===== src/rtl/min_max_ctrl_if.sv =====
// min_max_ctrl_if: edit/mode inputs and datapath-facing outputs of min_max_ctrl.
interface min_max_ctrl_if #(parameter int VALSIZE = 4);
    logic               sel_i, inc_i, dec_i, lin_i;
    logic [1:0]         com_o, field_o;
    logic [VALSIZE-1:0] min_o, max_o, val_o;
    logic               osc_o;
    modport master (output sel_i, inc_i, dec_i, lin_i,
                    input  com_o, field_o, min_o, max_o, val_o, osc_o);
    modport slave  (input  sel_i, inc_i, dec_i, lin_i,
                    output com_o, field_o, min_o, max_o, val_o, osc_o);
endinterface


===== src/rtl/min_max_ctrl.sv =====
// min_max_ctrl: min/max/value editor, blink oscillator and mode driver for min_max_top.
// Optional power-up self-test (all on, then all off) enabled by MIN_MAX_CTRL_SELFTEST_EN.
module min_max_ctrl #(
    parameter int VALSIZE     = 4,
    parameter int OSC_DIV     = 8,
    parameter int TEST_CYCLES = 16
) (
    input logic            clk_i,
    input logic            rst_n_i,
    min_max_ctrl_if.slave  bus
);
    localparam logic [1:0] F_VAL = 2'd0;
    localparam logic [1:0] F_MIN = 2'd1;
    localparam logic [1:0] F_MAX = 2'd2;
    localparam logic [VALSIZE-1:0] ALL1 = '1;
    localparam int OW = $clog2(OSC_DIV + 1);
    localparam logic [OW-1:0] OSC_TC = OW'(OSC_DIV - 1);

    logic               run;
    logic [1:0]         com_q, com_d, field_q, field_d;
    logic [VALSIZE-1:0] min_q, min_d, max_q, max_d, val_q, val_d;
    logic [OW-1:0]      osc_cnt_q, osc_cnt_d;
    logic               osc_q, osc_d;
    logic               inc_ok, dec_ok;

`ifdef MIN_MAX_CTRL_SELFTEST_EN
    localparam logic [1:0] ST_ON  = 2'd0;
    localparam logic [1:0] ST_OFF = 2'd1;
    localparam logic [1:0] RUN    = 2'd2;
    localparam logic [1:0] COM_RST = 2'b11;
    localparam int PW = $clog2(TEST_CYCLES + 1);
    localparam logic [PW-1:0] PH_TC = PW'(TEST_CYCLES - 1);

    logic [1:0]    state_q, state_d;
    logic [PW-1:0] phase_q, phase_d;

    always_comb begin
        state_d = state_q;
        phase_d = phase_q;
        if (state_q != RUN) begin
            phase_d = (phase_q == PH_TC) ? '0 : phase_q + 1'b1;
            state_d = (phase_q != PH_TC) ? state_q : (state_q == ST_ON) ? ST_OFF : RUN;
        end
        com_d = (state_d == ST_ON) ? 2'b11 : (state_d == ST_OFF) ? 2'b10 : {1'b0, bus.lin_i};
    end

    always_ff @(posedge clk_i) begin
        if (!rst_n_i) begin
            state_q <= ST_ON;
            phase_q <= '0;
        end else begin
            state_q <= state_d;
            phase_q <= phase_d;
        end
    end

    assign run = (state_q == RUN);
`else
    localparam logic [1:0] COM_RST = 2'b00;

    assign run   = 1'b1;
    assign com_d = {1'b0, bus.lin_i};
`endif

    // Simultaneous inc and dec cancel out.
    assign inc_ok = run & bus.inc_i & ~bus.dec_i;
    assign dec_ok = run & bus.dec_i & ~bus.inc_i;

    always_comb begin
        val_d = (field_q == F_VAL && inc_ok && val_q != ALL1)  ? val_q + 1'b1 :
                (field_q == F_VAL && dec_ok && val_q != '0)    ? val_q - 1'b1 : val_q;
        min_d = (field_q == F_MIN && inc_ok && min_q != max_q) ? min_q + 1'b1 :
                (field_q == F_MIN && dec_ok && min_q != '0)    ? min_q - 1'b1 : min_q;
        max_d = (field_q == F_MAX && inc_ok && max_q != ALL1)  ? max_q + 1'b1 :
                (field_q == F_MAX && dec_ok && max_q != min_q) ? max_q - 1'b1 : max_q;
        field_d   = !(run && bus.sel_i) ? field_q : (field_q == F_MAX) ? F_VAL : field_q + 2'd1;
        osc_cnt_d = (osc_cnt_q == OSC_TC) ? '0 : osc_cnt_q + 1'b1;
        osc_d     = (osc_cnt_q == OSC_TC) ? ~osc_q : osc_q;
    end

    always_ff @(posedge clk_i) begin
        if (!rst_n_i) begin
            com_q     <= COM_RST;
            field_q   <= F_VAL;
            min_q     <= '0;
            max_q     <= ALL1;
            val_q     <= '0;
            osc_cnt_q <= '0;
            osc_q     <= 1'b0;
        end else begin
            com_q     <= com_d;
            field_q   <= field_d;
            min_q     <= min_d;
            max_q     <= max_d;
            val_q     <= val_d;
            osc_cnt_q <= osc_cnt_d;
            osc_q     <= osc_d;
        end
    end

    assign bus.com_o   = com_q;
    assign bus.field_o = field_q;
    assign bus.min_o   = min_q;
    assign bus.max_o   = max_q;
    assign bus.val_o   = val_q;
    assign bus.osc_o   = osc_q;
endmodule


===== src/flat_wrapper.sv =====
// flat-port wrapper written by rule: the top's interface ports become plain ports
module min_max_ctrl_flat 
#(
    parameter int VALSIZE     = 4,
    parameter int OSC_DIV     = 8,
    parameter int TEST_CYCLES = 16
)
  (clk_i, rst_n_i, bus_sel_i, bus_inc_i, bus_dec_i, bus_lin_i, bus_com_o, bus_field_o, bus_min_o, bus_max_o, bus_val_o, bus_osc_o);
  min_max_ctrl_if #(.VALSIZE(VALSIZE)) bus_i ();
  input logic clk_i;
  input logic rst_n_i;
  input wire logic [$bits(bus_i.sel_i)-1:0] bus_sel_i;
  input wire logic [$bits(bus_i.inc_i)-1:0] bus_inc_i;
  input wire logic [$bits(bus_i.dec_i)-1:0] bus_dec_i;
  input wire logic [$bits(bus_i.lin_i)-1:0] bus_lin_i;
  output wire logic [$bits(bus_i.com_o)-1:0] bus_com_o;
  output wire logic [$bits(bus_i.field_o)-1:0] bus_field_o;
  output wire logic [$bits(bus_i.min_o)-1:0] bus_min_o;
  output wire logic [$bits(bus_i.max_o)-1:0] bus_max_o;
  output wire logic [$bits(bus_i.val_o)-1:0] bus_val_o;
  output wire logic [$bits(bus_i.osc_o)-1:0] bus_osc_o;
  assign bus_i.sel_i = bus_sel_i;
  assign bus_i.inc_i = bus_inc_i;
  assign bus_i.dec_i = bus_dec_i;
  assign bus_i.lin_i = bus_lin_i;
  assign bus_com_o = bus_i.com_o;
  assign bus_field_o = bus_i.field_o;
  assign bus_min_o = bus_i.min_o;
  assign bus_max_o = bus_i.max_o;
  assign bus_val_o = bus_i.val_o;
  assign bus_osc_o = bus_i.osc_o;
  min_max_ctrl #(.VALSIZE(VALSIZE), .OSC_DIV(OSC_DIV), .TEST_CYCLES(TEST_CYCLES)) u_core (.clk_i(clk_i), .rst_n_i(rst_n_i), .bus(bus_i));
endmodule

===== config.mk =====
export PLATFORM = sky130hd
export DESIGN_NAME = min_max_ctrl_flat
export DESIGN_NICKNAME = d
export VERILOG_FILES = /design/src/rtl/min_max_ctrl_if.sv /design/src/rtl/min_max_ctrl.sv /design/src/flat_wrapper.sv
export SDC_FILE = /design/constraint.sdc
export NUM_CORES = 1
export LEC_CHECK = 0
export ABC_AREA = 1
export BUFFER_PORTS_ARGS = -buffer_cell sky130_fd_sc_hd__buf_4
export CORE_ASPECT_RATIO = 0.8
export CORE_MARGIN = 3
export CORE_UTILIZATION = 54
export CTS_CLUSTER_DIAMETER = 60
export DETAILED_ROUTE_END_ITERATION = 8
export PLACE_DENSITY = 0.89
export SETUP_SLACK_MARGIN = 0.4
export SYNTH_ARGS = -nofsm -noshare
export SYNTH_HDL_FRONTEND = slang
export SYNTH_SLANG_ARGS = --single-unit

===== constraint.sdc =====
create_clock -name clk_i -period 2.4 [get_ports clk_i]
set_clock_uncertainty 0.1 [all_clocks]
set_input_delay 0.36 -clock clk_i [delete_from_list [all_inputs] [get_ports clk_i]]
set_output_delay 0.36 -clock clk_i [all_outputs]
set_load 0.02 [all_outputs]

### Word level (Yosys, flattened, before mapping)

Cells that the tools add are included.

| storage, ports and cells | value |
|---|---|
| register bits after elaboration | 21 |
| output and inout bits | 17 |

| cells by class | value |
|---|---|
| add/subtract/negate cells | 8 |
| equality and inequality tests | 7 |
| multiplexer cells | 7 |
| bitwise operators | 6 |
| reductions and logical operators | 19 |

Operators by type and width:

| kind | number |
|---|---|
| $mux 4 | 6 |
| $add 4x1->4 const B | 4 |
| $logic_and 1x1->1 | 12 |
| $sub 4x1->4 const B | 3 |
| $ne 4x4->1 | 2 |
| $ne 4x4->1 const B | 2 |
| $reduce_bool 4->1 | 2 |
| $reduce_bool 2->1 | 3 |
| $eq 4x3->1 const B | 1 |
| $not 1->1 | 4 |
| $add 2x1->2 const B | 1 |
| $and 1x1->1 | 2 |
| $eq 2x1->1 const B | 1 |
| $eq 2x2->1 const B | 1 |
| $logic_not 2->1 | 1 |
| $mux 2 | 1 |
| $reduce_or 2->1 | 1 |

### Logic depth before layout (Yosys ltp)

| logic depth | value |
|---|---|
| word-level depth | 6 |
| mapped depth | 14 |
| depth with buffers taken out | 14 |

### Worst setup path before layout

OpenSTA, ideal clock, no wires.

| timing | value |
|---|---|
| path kind | register to register |
| start | register u_core.min_q[1] (netlist: u_core.bus.min_o[1]) |
| end | register u_core.min_q[3] (netlist: u_core.bus.min_o[3]) |
| arrival | 1717 ps |
| data required time | 2185 ps |
| setup slack | 468 ps |
| stages on the path, launching flop included | 14 |
| clock period less this slack | 1932 ps |
| cell sequence | dfxtp_1 > inv_1 > nand2_1 > nand2_1 > nor2_2 > nand2_2 > nand2_4 > ha_1 > nand2_1 > nand2_1 > a21oi_1 > nand3_1 > a21oi_1 > nor2_1 |

| between the ends | value |
|---|---|
| longest elaborated chain between the ends | 3 |

RTL lines:

| element | RTL line | text |
|---|---|---|
| from (decl) | min_max_ctrl.sv:21 | `logic [VALSIZE-1:0] min_q, min_d, max_q, max_d, val_q, val_d;` |
| from (signal assigned) | min_max_ctrl.sv:93 | `min_q <= min_d;` |
| $sub 4x1->4, or another cell as far along | min_max_ctrl.sv:73 | `(field_q == F_MIN && dec_ok && min_q != '0) ? min_q - 1'b1 : min_q;` |
| $mux 4, or another cell as far along | min_max_ctrl.sv:73 |  |
| $mux 4 / $reduce_bool 2->1 (equally long branches) | -- |  |

Several ways; a longest one is shown, not always the timed one. The select of a mux whose other input is x is not followed.
A chain may end at the register's enable or synchronous reset.

### Final worst setup path

| timing | value |
|---|---|
| start | register u_core.min_q[2] (netlist: u_core.bus.min_o[2]) |
| end | register u_core.min_q[3] (netlist: u_core.bus.min_o[3]) |

The elaborated chain is that of the path after synthesis.

==> run_results.csv <==
group,metric,value,unit
worst_setup_path,cp_max_fo,5,
worst_setup_path,slowest_stage,"dfxtp_2",
place,dpl.hpwl,2036,um
yosys,syn_inst,183,
worst_setup_path,crit_path_start_kind,"flop",
floorplan,rows,15,
cells_and_area,final_cell_mix,"nand2_1 (47), buf_4 (24), nor2_1 (21)",
worst_setup_path,cp-end-kind,"flop",
power,powerDensity,557.7,mW/mm2
power,irDropWorstVdd,0.0005021,V
hold_path,hold_class,"in -> reg",
timing,post-route-min-period,1964,ps
timing,setup_tns,0,ps
global_routing,antenna_found_initial,0,
cells_and_area,drive_gt1_share,32.54,%
cts,insertion_delay,300,ps
global_routing,grt_pass1_wl,4512,um
route,drt_pass1_iterations,4,
worst_setup_path,crit_arrival,2110,ps
cells_and_area,area_growth,25.10,%
route,vias_per_cell,5.239,
outcome,outcome,"completed",
timing,rsz0062_at_grt,"false",
yosys,yosysTopAreaCellShare,31.62,%
yosys,ys_types,23,
global_routing,overflow,0,
timing,fmax,0.5091,GHz
timing,drv_slew,0,
worst_setup_path,crit_path_frequent_cell,"nand2_1",
cells_and_area,fillers,174,
cts,numCtsBuffers,3,
worst_setup_path,cp.required,2540,ps
worst_setup_path,max_stage_delay,390,ps
floorplan,die_width,60.14,um
cts,cts_tree,"done",
power,seq_power_share,43.8,%
floorplan,core,0.002196,mm2
power,power.total,0.8835,mW
route,ant_nets,0,
cts,htreeDepth,1,
power,p_leak,0.7819,nW
timing,finalHoldViolCount,0,
cells_and_area,final_common_cell,"nand2_1",
cts,clk_pin_slew,120,ps
cells_and_area,ff_latch_area,429.2,um2
place,io_buffers,21,
cts,cts_hold_buf,0,
cells_and_area,multi_input_area,804.5,um2
power,comb_power_share,24.8,%
job,cap_violations,0,
power,switching_share,30.24,%
global_routing,grt.total_usage,19.39,%
global_routing,grt_start_max_net_pins,17,
yosys,synth-seq-cells,20,
yosys,ys_top_cells_by_area,"dfxtp_1 (32%), nand2_1 (14%), nand3_1 (7.1%)",
cts,clock-sinks,20,
worst_setup_path,critical_path_class,"reg -> reg",
yosys,ys_warn_count,0,
yosys,avgSynthCellArea,6.919,um2
power,switching_power,0.2671,mW
worst_setup_path,worstPathBufferInverterCount,1,
yosys,syn_nets,199,
cells_and_area,diodes,0,
power,pwr-share-clk,31.4,%
yosys,yosys.area.top_type,"dfxtp_1",
worst_setup_path,cpLargestDelayFamily,"simple AND/OR/NAND/NOR gates",
yosys,ys_seq_area_share,31.62,%
cts,clk_path_buf_depth,2,
place,globalplace.congestion,0.9103,
route,wire_per_inst,11.93,um
cells_and_area,layout.nets,226,
route,drc,0,
floorplan,start_util,57.66,%
global_routing,grt_pass1_vias,1104,
yosys,netlist_area,0.001266,mm2
cts,cts_root_buf,"clkbuf_4",
worst_setup_path,cp_cell_sequence,"inv_1, nand2_1, nand2_1, nor2_2, nand2_2, nand2_4, ha_1, nand2_1, nand2_1, a21oi_2, nand3_2, nand3_1, nand2_1, nor2_2",
floorplan,dieArea,0.002966,mm2
floorplan,ios,23,
timing,fin_crit_sh,81.84,%
timing,setup_violations,0,
power,p_int,0.6163,mW
route,drtIter0Drc,69,
floorplan,chipHeight,49.31,um
route,wirelength,2792,um
route,vias,1226,
[cell type report]
class	count	area share, %
Inverter	23	5.450
Tap cell	25	1.975
Timing Repair Buffer	24	11.37
Multi-Input combinational cell	138	50.79
Clock inverter	1	1.896
Sequential cell	20	27.09
Clock buffer	3	1.422
[power groups by stage]
stage	logic [mW]	registers, mW	clock network, mW
3_5_place_dp	0.207	0.393	0
6_report	0.219	0.387	0.277
3_3_place_gp	0.199	0.390	0
4_1_cts	0.209	0.386	0.286
2_1_floorplan	0.129	0.408	0
5_1_grt	0.248	0.392	0.297
[sequential cells by signal, summed over array words and instances (netlist names)]
name,cells
u_core.bus.osc_o,1
u_core.bus.com_o,1
u_core.bus.min_o,4
u_core.bus.field_o,2
u_core.osc_cnt_q,4
u_core.bus.max_o,4
u_core.bus.val_o,4
[stage by stage]
step	instances	worst slack [ps]	hold slack (ps)	area, um2	utilization, %
6_report	234	435.9	126.2	1584	72.14
3_3_place_gp	227	364.3	331.2	1440	65.58
3_5_place_dp	227	276.2	349.1	1440	65.58
5_1_grt	234	328.8	119.1	1584	72.14
2_1_floorplan	183	467.6	317.9	1266	-
4_1_cts	231	418.2	115.1	1499	68.26
[worst reg2reg max path, delay by kind of cell (launching register included)]
family / cells / cell delay [ps]
compound gates: 1 / 150
fa+ha+maj: 1 / 220
buf+inv: 1 / 80
flops: 1 / 390
simple gates: 11 / 970
[Yosys cell counts]
| master | number |
|---|---|
| ha_1 | 7 |
| a211oi_1 | 1 |
| nor2_4 | 1 |
| buf_4 | 2 |
| a21o_1 | 1 |
| fa_1 | 3 |
| nand3_2 | 1 |
| xnor2_1 | 2 |
| nand2_4 | 3 |
| inv_2 | 4 |
| xor2_1 | 2 |
| dfxtp_1 | 20 |
| inv_1 | 19 |
| o21ai_0 | 4 |
| nand3_1 | 18 |
| a21oi_1 | 10 |
| o21ai_1 | 2 |
| nand4_1 | 2 |
| nand2_1 | 47 |
| nor2_1 | 23 |
| conb_1 | 1 |
| nor2_2 | 3 |
| nand2_2 | 7 |
[logic make-up (layout without fill, tap and decap cells)]
| group | after synthesis | after routing | synth area share [%] |
|---|---|---|---|
| AND/OR/NAND/NOR | 105 | 105 | 38.14 |
| buffers and inverters | 25 | 51 | 8.003 |
| flip-flops | 20 | 20 | 31.62 |
| AO/OA/AOI/OAI | 18 | 18 | 7.511 |
| adder cells (fa/ha/maj) | 10 | 10 | 11.66 |
| XOR/XNOR | 4 | 4 | 2.767 |
| other | 1 | 1 | 0.2962 |
[routing by layer]
layer	share of wire, %	global-route usage [%]	up-vias
li1	-	-	630
met4	1.9	4.797	0
met1	45	24.60	556
met3	5.1	5.556	6
met5	0	0	-
met2	48	31.83	34
[final timing paths]
check | startpoint | end | slack, ps | cells past startpoint
hold reg to reg | u_core.bus.osc_o | u_core.bus.osc_o | 370 | 1
hold / removal | bus_lin_i | u_core.bus.com_o[0] | 130 | 3
setup reg to reg | u_core.bus.min_o[2] | u_core.bus.min_o[3] | 440 | 14
setup / recovery | u_core.bus.min_o[2] | u_core.bus.min_o[3] | 440 | 14
[timing repair]
action / CTS / global route
pin swaps: 0 / 3
resized for setup: 5 / 22
endpoints found under the setup margin: 1 / 3
gates cloned: 0 / 0
setup buffers: 0 / 3
No activity file was read; power rests on OpenSTA's default activity.
